$ cat src/rtl/stream_argsel.sv
// stream_argsel: sequential argmax/argmin reducer over a framed stream.
//
// One (num, data) element is consumed per input handshake. After the element
// marked in_last is accepted, the winning value, its data and the (saturating)
// frame length are presented on the output port until the downstream takes
// them. A single signed comparator is used per cycle.
//
// Ports:
//   clk, rst_n           clock (rising edge), async active-low reset
//   in_valid/in_ready    input handshake
//   in_num, in_data      signed value and its associated data
//   in_last              final element of the frame
//   out_valid/out_ready  result handshake
//   out_num, out_data    winning value and its data
//   out_count            number of elements in the frame, saturating
//
// state | meaning
// ------+-------------------------------------------------------------
// EMPTY | no element held; next accepted element starts a new frame
// ACCUM | frame in progress; best element so far held in registers
// DONE  | result presented on the output port; input stalled

module stream_argsel #(
  parameter int NUM_W    = 8,
  parameter int AD_W     = 8,
  parameter int CNT_W    = 16,
  parameter bit FIND_MIN = 1'b0
) (
  input  logic                    clk,
  input  logic                    rst_n,
  input  logic                    in_valid,
  output logic                    in_ready,
  input  logic signed [NUM_W-1:0] in_num,
  input  logic [AD_W-1:0]         in_data,
  input  logic                    in_last,
  output logic                    out_valid,
  input  logic                    out_ready,
  output logic signed [NUM_W-1:0] out_num,
  output logic [AD_W-1:0]         out_data,
  output logic [CNT_W-1:0]        out_count
);

  typedef enum logic [1:0] {
    EMPTY = 2'd0,
    ACCUM = 2'd1,
    DONE  = 2'd2
  } state_t;

  state_t                  state, state_nxt;
  logic signed [NUM_W-1:0] best_num, best_num_nxt;
  logic [AD_W-1:0]         best_data, best_data_nxt;
  logic [CNT_W-1:0]        count, count_nxt;

  logic accept;
  logic better;
  logic count_full;

  assign accept     = in_valid && in_ready;
  // Strict compare so that ties keep the earlier element; pure signed
  // comparison avoids any overflow at the range extremes.
  assign better     = FIND_MIN ? (in_num < best_num) : (in_num > best_num);
  assign count_full = (count == {CNT_W{1'b1}});

  always_ff @(posedge clk or negedge rst_n) begin
    if (!rst_n) begin
      state     <= EMPTY;
      best_num  <= '0;
      best_data <= '0;
      count     <= '0;
    end else begin
      state     <= state_nxt;
      best_num  <= best_num_nxt;
      best_data <= best_data_nxt;
      count     <= count_nxt;
    end
  end

  always_comb begin
    state_nxt     = state;
    best_num_nxt  = best_num;
    best_data_nxt = best_data;
    count_nxt     = count;
    in_ready      = 1'b1;
    out_valid     = 1'b0;

    case (state)
      EMPTY: begin
        if (accept) begin
          best_num_nxt  = in_num;
          best_data_nxt = in_data;
          count_nxt     = {{(CNT_W-1){1'b0}}, 1'b1};
          state_nxt     = in_last ? DONE : ACCUM;
        end
      end
      ACCUM: begin
        if (accept) begin
          if (better) begin
            best_num_nxt  = in_num;
            best_data_nxt = in_data;
          end
          if (!count_full) count_nxt = count + {{(CNT_W-1){1'b0}}, 1'b1};
          if (in_last) state_nxt = DONE;
        end
      end
      DONE: begin
        in_ready  = 1'b0;
        out_valid = 1'b1;
        if (out_ready) state_nxt = EMPTY;
      end
      default: begin
        state_nxt = EMPTY;
      end
    endcase
  end

  // Result registers double as the output port; they keep their value after
  // the transfer until the next frame starts.
  assign out_num   = best_num;
  assign out_data  = best_data;
  assign out_count = count;

endmodule

$ cat config.mk
export PLATFORM = sky130hd
export DESIGN_NAME = stream_argsel
export DESIGN_NICKNAME = d
export VERILOG_FILES = /design/src/rtl/stream_argsel.sv
export SDC_FILE = /design/constraint.sdc
export NUM_CORES = 1
export LEC_CHECK = 0
export ABC_AREA = 0
export CORE_MARGIN = 1
export CORE_UTILIZATION = 40
export DETAILED_ROUTE_END_ITERATION = 16
export DONT_BUFFER_PORTS = 1
export SLEW_MARGIN = 0
export SYNTH_ARGS = -nofsm -noshare
export SYNTH_HDL_FRONTEND = slang
export SYNTH_SLANG_ARGS = --single-unit
$ cat constraint.sdc
create_clock -name clk -period 6.5 [get_ports clk]
set_clock_uncertainty 0.05 [all_clocks]
set_input_delay 0.975 -clock clk [delete_from_list [all_inputs] [get_ports clk]]
set_output_delay 0.975 -clock clk [all_outputs]
set_load 0.01 [all_outputs]
==> reports/metrics.yaml, run 1 <==
run_status:
  status: "complete, no violations"
cts:
  clkSlewWorstSetupHoldPaths_ns: 0.07
  h-tree-depth: 2
  clock-root-buffer: "clkbuf_8"
  clk_latency_ns: 0.29
  cts_buffers: 5
  cts_hold_buffers: 0
  cts_tree: "built"
  cts.sinks: 34
  postCtsSetupBuffers: 0
  cts-resized-gates: 0
  cts_buffer_depth: 2
setup_path:
  r2r_setup_slack_ns: 3.92
  r2r_end: "out_num[7]$_DFFE_PN0P_"
  cp-start-kind: "primary input"
  rr_startpoint: "out_num[1]$_DFFE_PN0P_"
  crit_arrival_ns: 2.90
  reg2reg_depth: 7
  worst_setup_path_end_kind: "flip-flop"
  cp_data_required_time_ns: 6.61
  crit_fanout: 16
  worst-setup-path-type: "in -> reg"
grt:
  met1_usage: 0.173
  grt_most_used_layer: "met2"
  met2_usage: 0.279
  grt_first_pass_wirelength_mm: 6.11
  grt_overflow: 0
  antenna_found_initial: 0
  grt_use_total: 0.161
  grt_start_max_net_pins: 35
  grtUsageMet3: 0.0610
  grt_pass1_vias: 1328
place:
  globalplace.congestion: 0.777
  place_ws_ns: 3.40
  hpwl_mm: 2.70
  io_buffers: 0
  dp.cells: 216
min_path:
  holdCritPathClass: "in -> async"
power:
  p_leak_nw: 0.864
  p_per_area_nw_per_um2: 348
  p_total_mw: 0.672
  vdd_drop_max_mv: 0.217
floorplan:
  pin_count: 55
  fp-row-count: 24
  core_area_sq_um: 4350
  fp.dieH_um: 69.4
  die_w_um: 69.4
  dieArea_sq_um: 4820
  start_util: 0.418
timing:
  final_hold_viol_count: 0
  setup_tns_ns: 0
  max_slew.worst_pin.slew_ns: 1.03
  timing.fmax_mhz: 358
  rsz0062_at_grt: "false"
  setup_ws_ns: 3.71
  setup_viol: 0
  fin_crit_sh: 0.429
  slew_viol_final: 0
  min_period_ns: 2.79
  slew_headroom: 0.313
routing:
  drt_wl_total_mm: 3.67
  viasPerCell: 5.82
  drc: 0
  drtAntennaViolNets: 0
  drtIter0Drc: 55
  wire_per_inst_um: 16.4
  vias: 1304
  drt_pass1_iterations: 4
synth:
  syn_inst: 169
  synth_top_area_frac: 0.468
  yosys_warnings: 0
  synthTopCellsByArea: "dfrtp_1 47%, mux2_2 9.9%, ha_1 6.2%"
  synth_area_per_cell_sq_um: 10.8
  syn_area_sq_um: 1820
  yosysUniqueCellTypes: 36
  ys_seq_area_frac: 0.468
  syn-num-nets: 199
  ys_seq_elements: 34
  yosys.area.top_type: "dfrtp_1"
finish:
  drive_above_1_share: 0.163
  layout_commonest_cell: "dfrtp_1"
  finalNonFillerCells: 224
  finalNetCount: 201
  area_delta_synth_final_pct: 6.33
  layout_common_cells: "34 x dfrtp_1, 19 x nor2_1, 16 x mux2_2"
  n_antenna_cell: 0
run:
  maxCapViolCount: 0
==> area by class of cell <==
cell class,instances,area [sq um]
multi-input combinational,118,881
tap,52,65.1
fill,397,2420
sequential,34,851
clock inverter,1,5.00
inverter,12,45.0
clock buffer,7,86.3
==> cells in the mapped netlist <==
| cell | number |
|---|---|
| or3_4 | 1 |
| a21oi_1 | 7 |
| ha_1 | 9 |
| nor2_1 | 19 |
| dfrtp_1 | 34 |
| o211ai_1 | 1 |
| mux2i_1 | 1 |
| nor2_4 | 1 |
| a31oi_1 | 2 |
| inv_1 | 12 |
| nand4_1 | 5 |
| o41ai_4 | 1 |
| nor4_4 | 1 |
| a31o_2 | 1 |
| xor2_1 | 4 |
| a211oi_1 | 2 |
| nand2b_1 | 1 |
| or4_1 | 1 |
| xnor2_1 | 6 |
| a311oi_1 | 3 |
| o2bb2ai_1 | 1 |
| buf_6 | 3 |
| nand2_1 | 8 |
| nor3_1 | 3 |
| nand3_1 | 8 |
| and2b_1 | 1 |
| clkbuf_1 | 2 |
| or2b_1 | 1 |
| mux2_2 | 16 |
| a41o_1 | 1 |
| o22ai_1 | 1 |
| and3_1 | 4 |
| and2_1 | 1 |
| nand4b_1 | 1 |
| nor2b_1 | 2 |
| o21ai_0 | 4 |
==> cells by family (layout without fill, tap and decap cells) <==
kind of cell,Yosys count,count (layout),synth area share
xor+xnor,10,10,0.0482
mux,17,17,0.105
simple gates,58,58,0.172
buf+inv,17,20,0.0475
flops,34,34,0.468
fa+ha+maj,9,9,0.0619
compound gates,24,24,0.0977
==> where the power goes <==
| group | switching (mW) | internal, mW | total [mW] | leakage, nW |
|---|---|---|---|---|
| combinational | 0.0760 | 0.0850 | 0.161 | 0.386 |
| sequential | 0.0836 | 0.268 | 0.352 | 0.430 |
| clock | 0.0739 | 0.0854 | 0.159 | 0.0482 |
| total | 0.234 | 0.439 | 0.672 | 0.864 |
==> through the flow <==
stage	hold slack (ns)	area, sq um	utilization
after detailed placement	0.406	1840	0.423
after global routing	0.309	1930	0.444
after global placement	0.388	1840	0.423
final	0.324	1930	0.444
after floorplan	0.374	1820	-
after CTS	0.316	1930	0.444
==> layer usage <==
layer  up-vias  share of wire
li1        602              -
met1       636           0.41
met2        57           0.50
met3         9          0.076
met4         0          0.019
met5         -              0
==> worst max path at each step <==
stage	from	endpoint	slack, ns	depth (start not counted)
after floorplan	in_num[1]	out_data[2]$_DFFE_PN0P_	3.77	7
after global placement	in_num[1]	out_num[4]$_DFFE_PN0P_	3.46	6
after detailed placement	in_num[1]	out_data[5]$_DFFE_PN0P_	3.40	6
after CTS	in_num[1]	out_data[5]$_DFFE_PN0P_	3.71	6
after global routing	in_num[1]	out_data[5]$_DFFE_PN0P_	3.64	6
final	in_num[1]	out_num[7]$_DFFE_PN0P_	3.71	6
==> sequential cells by signal, summed over array words and instances (netlist names) <==
register / count
out_data: 8
out_num: 8
state: 2
out_count: 16
==> critical path, cell delays in order <==
cell      delay (ns)
ha_1            0.28
nor2b_1         0.13
o211ai_1        0.14
a21oi_1         0.12
o41ai_4         0.83
mux2_2          0.42
Power figures use the tool's default switching activity.
==> inputs of run 2 (changes only) <==
Clock period 6.5 ns to 2.5 ns, I/O delays scaled along.
==> reports/metrics.yaml, run 2 (synthesis gave the netlist of run 1 again) <==
routing:
  drt_pass1_iterations: 4  # unchanged
  drtIter0Drc: 66  # was 55
  viasPerCell: 5.69  # was 5.82
  drc: 0  # unchanged
  m1WireLength_mm: 1.50  # about the same
  vias: 1298  # was 1304
  wl_met2_mm: 1.86  # was 1.82 mm
  wire_per_inst_um: 16.1  # was 16.4 um
  top_layer: "met4"  # unchanged
  route.met3.wl_um: 261  # was 280 um
  drtAntennaViolNets: 0  # unchanged
  drt_wl_total_mm: 3.68  # was 3.67 mm
timing:
  final_hold_viol_count: 0  # unchanged
  max_slew.worst_pin.slew_ns: 0.591  # was 1.03 ns
  setup_ws_ns: 0.362  # was 3.71 ns
  min_period_ns: 2.14
  timing.fmax_mhz: 468
  slew_viol_final: 0  # unchanged
  setup_tns_ns: 0  # unchanged
  setup_viol: 0  # unchanged
  rsz0062_at_grt: "false"  # unchanged
  slew_headroom: 0.603  # was 0.313
  fin_crit_sh: 0.855
cts:
  cts_buffers: 5  # unchanged
  cts_tree: "built"  # unchanged
  cts.sinks: 34  # unchanged
  clock-root-buffer: "clkbuf_8"  # unchanged
  clkSlewWorstSetupHoldPaths_ns: 0.07  # about the same
  cts_buffer_depth: 2  # unchanged
  h-tree-depth: 2  # unchanged
  clk_latency_ns: 0.29  # about the same
power:
  p_per_area_nw_per_um2: 899  # was 348 nW/um^2
  p_leak_nw: 0.887  # was 0.864 nW
  seq_power_share: 0.514  # was 0.523
  p_clk_frac: 0.236  # was 0.237
  p_sw_mw: 0.623  # was 0.234 mW
  swShare: 0.350  # was 0.347
  vdd_drop_max_mv: 0.576  # was 0.217 mV
  internal-power_mw: 1.16  # was 0.439 mW
  combPwrFrac: 0.251  # was 0.240
finish:
  largest_reg_flops: 16  # unchanged
  drive_above_1_share: 0.176  # was 0.163
  area_delta_synth_final_pct: 8.81  # was 6.33%
  n_antenna_cell: 0  # unchanged
  layout_commonest_cell: "dfrtp_1"  # unchanged
  finalNetCount: 205  # was 201
  layout_common_cells: "34 x dfrtp_1, 19 x nor2_1, 16 x mux2_2"  # unchanged
setup_path:
  cp_data_required_time_ns: 2.62  # was 6.61 ns
  worst-setup-path-type: "reg -> reg"  # was in -> reg
  startpoint: "out_num[1]$_DFFE_PN0P_"  # was in_num[1]
  rr_startpoint: "out_num[1]$_DFFE_PN0P_"  # unchanged
  crit_fanout: 9  # was 16
  crit_arrival_ns: 2.25  # was 2.90 ns
  r2r_setup_slack_ns: 0.36  # was 3.92 ns
  worst_setup_path_end_kind: "flip-flop"  # unchanged
  cp-start-kind: "flip-flop"  # was primary input
min_path:
  min-delay-start: "in_last"
  holdCritPathClass: "in -> reg"  # was in -> async
floorplan:
  pin_count: 55  # unchanged
  fp.dieH_um: 69.4  # unchanged
  start_util: 0.418  # unchanged
  fp-row-count: 24  # unchanged
  die_w_um: 69.4  # unchanged
  dieArea_sq_um: 4820  # unchanged
  core_area_sq_um: 4350  # unchanged
run_status:
  status: "complete, no violations"  # unchanged
place:
  hpwl_mm: 2.69  # was 2.70 mm
  io_buffers: 0  # unchanged
  globalplace.congestion: 0.756  # was 0.777
  place_ws_ns: 0.374  # was 3.40 ns
grt:
  antenna_found_initial: 0  # unchanged
  grt_overflow: 0  # unchanged
  grt_use_total: 0.167  # was 0.161
  grt_pass1_vias: 1364  # was 1328
  grt_first_pass_wirelength_mm: 6.36  # was 6.11 mm
  grt_start_max_net_pins: 35  # unchanged
run:
  maxCapViolCount: 0  # unchanged
## run 2: path summary, 6_finish.rpt
kind | to | cells after the start
worst max-delay path | out_data[3]$_DFFE_PN0P_ | 8
worst min-delay path | state[0]$_DFFE_PN0P_ | 1
worst max register to register | out_data[3]$_DFFE_PN0P_ | 8
worst min register to register | state[0]$_DFFE_PN0P_ | 1
max in group asynchronous | out_count[5]$_DFFE_PN0P_ | 2
min in group asynchronous | out_count[2]$_DFFE_PN0P_ | 2
## run 2: routing by layer
layer  vias to the layer above  track usage
li1                        606            -
met1                       646        0.194
met2                        39        0.279
met3                         7       0.0596
met4                         0       0.0703
met5                         -            0
## run 2: repair_timing
action,4_1_cts,5_1_grt
hold endpoints to repair,34,0
gates resized for setup,0,0
buffers inserted,0,0
hold buffers,2,0
## run 2: cell type report
cell class | count | area [sq um]
Inverter | 12 | 45.0
Clock inverter | 1 | 5.00
Clock buffer | 7 | 86.3
Sequential cell | 34 | 851
Multi-Input combinational cell | 118 | 881
Tap cell | 52 | 65.1
Timing Repair Buffer | 4 | 45.0
Fill cell | 407 | 2380
## run 2: power groups by stage
stage | registers [mW] | logic, mW | clock network (mW)
floorplan | 0.864 | 0.392 | 0
finish | 0.914 | 0.446 | 0.419
detailed placement | 0.924 | 0.436 | 0
CTS | 0.915 | 0.454 | 0.437
global placement | 0.913 | 0.408 | 0
global route | 0.939 | 0.505 | 0.459
## run 2: worst max-delay path, cell delays in order, from the launching register on
cell and delay, ns:
dfrtp_1 0.41, inv_1 0.06, ha_1 0.28, nor2b_1 0.14, o211ai_1 0.16, a21oi_1 0.12
o41ai_4 0.23, buf_4 0.23, mux2_2 0.34
## run 2: per-stage QoR
stage	hold WS (ns)	utilization	std cells	instance area, sq um	total power [mW]
after detailed placement	0.0302	0.426	218	1860	1.36
after floorplan	0.0294	-	169	1820	1.26
after global routing	0.121	0.454	228	1980	1.90
final	0.126	0.454	228	1980	1.78
after global placement	0.0303	0.426	218	1860	1.32
after CTS	0.115	0.454	228	1980	1.81
==> inputs of run 3 (changes only) <==
--- a/config.mk
+++ b/config.mk
@@ -12,2 +12,3 @@
 export DONT_BUFFER_PORTS = 1
+export REMOVE_ABC_BUFFERS = 1
 export SLEW_MARGIN = 0
==> constraint.sdc (replaced) <==
create_clock -name clk -period 1.75 [get_ports clk]
set_clock_uncertainty 0.05 [all_clocks]
set_input_delay 0.0875 -clock clk [delete_from_list [all_inputs] [get_ports clk]]
set_output_delay 0.0875 -clock clk [all_outputs]
set_load 0.01 [all_outputs]
==> reports/metrics.yaml, run 3 (synthesis gave the netlist of run 1 again) <==
timing:
  min_period_ns: 2.05  # was 2.14 ns
  setup_tns_ns: -4.87  # was 0 ns
  max_slew.worst_pin.slew_ns: 0.335  # was 0.591 ns
  timing.fmax_mhz: 487  # was 468 MHz
  setup_ws_ns: -0.304  # was 0.362 ns
  slew_viol_final: 0  # unchanged
  setup_viol: 20  # was 0
  final_hold_viol_count: 0  # unchanged
  fin_crit_sh: 1.17  # was 0.855
  slew_headroom: 0.775  # was 0.603
  rsz0062_at_grt: "true"  # was false
power:
  p_total_mw: 2.92  # was 1.78 mW
  p_leak_nw: 1.17  # was 0.887 nW
  p_per_area_nw_per_um2: 1170  # was 899 nW/um^2
  vdd_drop_max_mv: 0.633  # was 0.576 mV
routing:
  drt_wl_total_mm: 4.29  # was 3.68 mm
  drt_pass1_iterations: 4  # unchanged
  wire_per_inst_um: 15.1  # was 16.1 um
  m1WireLength_mm: 1.82  # was 1.50 mm
  drtIter0Drc: 50  # was 66
  viasPerCell: 5.33  # was 5.69
  top_layer: "met4"  # unchanged
  vias: 1514  # was 1298
  route.met3.wl_um: 316  # was 261 um
  wl_met2_mm: 2.11  # was 1.86 mm
  drc: 0  # unchanged
  drtAntennaViolNets: 0  # unchanged
setup_path:
  worst_setup_path_end_kind: "flip-flop"  # unchanged
  worst-setup-path-type: "reg -> reg"  # unchanged
  crit_chain: "inv_1, ha_1, nor2b_1, o211ai_1, a21oi_1, o41ai_4, buf_12, mux2_2"  # was inv_1, ha_1, nor2b_1, o211ai_1, a21oi_1, o41ai_4, buf_4, mux2_2
  r2r_setup_slack_ns: -0.30  # was 0.36 ns
  r2r_end: "out_num[0]$_DFFE_PN0P_"  # was out_data[3]$_DFFE_PN0P_
  rr_startpoint: "out_num[1]$_DFFE_PN0P_"  # unchanged
  cp_data_required_time_ns: 1.86  # was 2.62 ns
  crit_family: "compound AO/OA/AOI/OAI gates"  # unchanged
  critPathMaxStageDelay_ns: 0.35  # was 0.41 ns
  cp.buffers_inverters: 2  # unchanged
  crit_arrival_ns: 2.17  # was 2.25 ns
  cp-start-kind: "flip-flop"  # unchanged
  reg2reg_depth: 8  # unchanged
  crit_fanout: 16  # was 9
  cpMaxStageDelayCell: "dfrtp_1"  # unchanged
floorplan:
  fp.dieH_um: 69.4  # unchanged
  start_util: 0.418  # unchanged
  die_w_um: 69.4  # unchanged
  core_area_sq_um: 4350  # unchanged
  pin_count: 55  # unchanged
  dieArea_sq_um: 4820  # unchanged
  fp-row-count: 24  # unchanged
grt:
  grt_pass1_vias: 1632  # was 1364
  grt_start_max_net_pins: 35  # unchanged
  antenna_found_initial: 0  # unchanged
  grt_first_pass_wirelength_mm: 7.36  # was 6.36 mm
  grt_overflow: 0  # unchanged
  grt_use_total: 0.193  # was 0.167
place:
  hpwl_mm: 2.99  # was 2.69 mm
  io_buffers: 0  # unchanged
  dp.cells: 254  # was 218
  globalplace.congestion: 0.799  # was 0.756
cts:
  clock-root-buffer: "clkbuf_8"  # unchanged
  cts_buffers: 5  # unchanged
  cts.sinks: 34  # unchanged
  h-tree-depth: 2  # unchanged
  cts_tree: "built"  # unchanged
  clk_latency_ns: 0.29  # about the same
  clkSlewWorstSetupHoldPaths_ns: 0.06  # was 0.07 ns
  cts_buffer_depth: 2  # unchanged
finish:
  area_delta_synth_final_pct: 36.8  # was 8.81%
  drive_above_1_share: 0.302  # was 0.176
  layout_commonest_cell: "buf_4"  # was dfrtp_1
  n_antenna_cell: 0  # unchanged
  largest_reg_flops: 16  # unchanged
  finalNetCount: 261  # was 205
  layout_common_cells: "38 x buf_4, 34 x dfrtp_1, 20 x dlygate4sd3_1"  # was 34 x dfrtp_1, 19 x nor2_1, 16 x mux2_2
  finalNonFillerCells: 284  # was 228
run_status:
  violations: "setup timing"
  status: "finished, violations left"  # was complete, no violations
min_path:
  min-delay-start: "in_valid"  # was in_last
  holdPathEnd: "state[1]$_DFFE_PN0P_"  # was state[0]$_DFFE_PN0P_
  holdCritPathClass: "in -> reg"  # unchanged
  hold_depth: 3  # was 1
run:
  maxCapViolCount: 0  # unchanged
## run 3: changes by cell type in the layout (fill, tap and decap cells not counted)
| cell | previous run | this run |
|---|---|---|
| clkbuf_1 | 1 | 2 |
| a21oi_2 | 0 | 1 |
| clkinv_2 | 1 | 0 |
| a311oi_1 | 3 | 2 |
| clkbuf_8 | 6 | 5 |
| or4_1 | 1 | 0 |
| a21oi_1 | 7 | 6 |
| dlygate4sd3_1 | 1 | 20 |
| bufinv_16 | 0 | 1 |
| buf_12 | 1 | 2 |
| or4_4 | 0 | 1 |
| buf_4 | 2 | 38 |
| a311oi_2 | 0 | 1 |
## run 3: repair_timing
action,in CTS,in global routing
hold endpoints to repair,52,0
buffers inserted,0,1
hold buffers,21,0
resized for setup,0,3
setup endpoints to repair,21,29
pin swaps,0,1
## run 3: per-stage QoR
step | utilization | worst slack (ns) | hold slack (ns) | cell area (sq um)
after floorplan | - | -0.563 | -0.258 | 1780
after CTS | 0.566 | -0.315 | 0.0743 | 2470
after global placement | 0.491 | -0.238 | -0.257 | 2140
final | 0.571 | -0.304 | 0.0743 | 2490
after detailed placement | 0.491 | -0.306 | -0.257 | 2140
after global routing | 0.571 | -0.413 | 0.110 | 2490
## run 3: report_power, final
part           switching (mW)  leakage [nW]  internal (mW)  total, mW
registers               0.168         0.430          0.997       1.16
logic                   0.493         0.686          0.560       1.05
clock network           0.278        0.0524          0.426      0.704
## run 3: worst max-delay path by stage
stage | from | end | depth (start not counted)
finish | out_num[1]$_DFFE_PN0P_ | out_num[0]$_DFFE_PN0P_ | 8
global route | out_num[1]$_DFFE_PN0P_ | out_num[0]$_DFFE_PN0P_ | 8
CTS | out_num[1]$_DFFE_PN0P_ | out_num[0]$_DFFE_PN0P_ | 8
detailed placement | out_num[1]$_DFFE_PN0P_ | out_num[0]$_DFFE_PN0P_ | 8
global placement | out_num[1]$_DFFE_PN0P_ | out_data[2]$_DFFE_PN0P_ | 8
floorplan | out_num[1]$_DFFE_PN0P_ | out_data[0]$_DFFE_PN0P_ | 7
## run 3: tightest hold or removal path, stage by stage
cell	delay [ns]
and2b_1	0.16
nand2_1	0.06
o21ai_0	0.06
## run 3: area by class of cell
| type | instances | area (sq um) |
|---|---|---|
| repair buffers | 60 | 526 |
| clock buffers | 7 | 76.3 |
| inverters | 12 | 45.0 |
| fillers | 366 | 1870 |
| clock inverters | 1 | 30.0 |
| multi-input cells | 118 | 895 |
| well taps | 52 | 65.1 |
| flip-flops and latches | 34 | 851 |
## run 3: per-layer routing
metal / track usage / vias up
li1: - / 723
met1: 0.221 / 735
met5: 0 / -
met3: 0.0727 / 5
met2: 0.328 / 51
met4: 0.0658 / 0
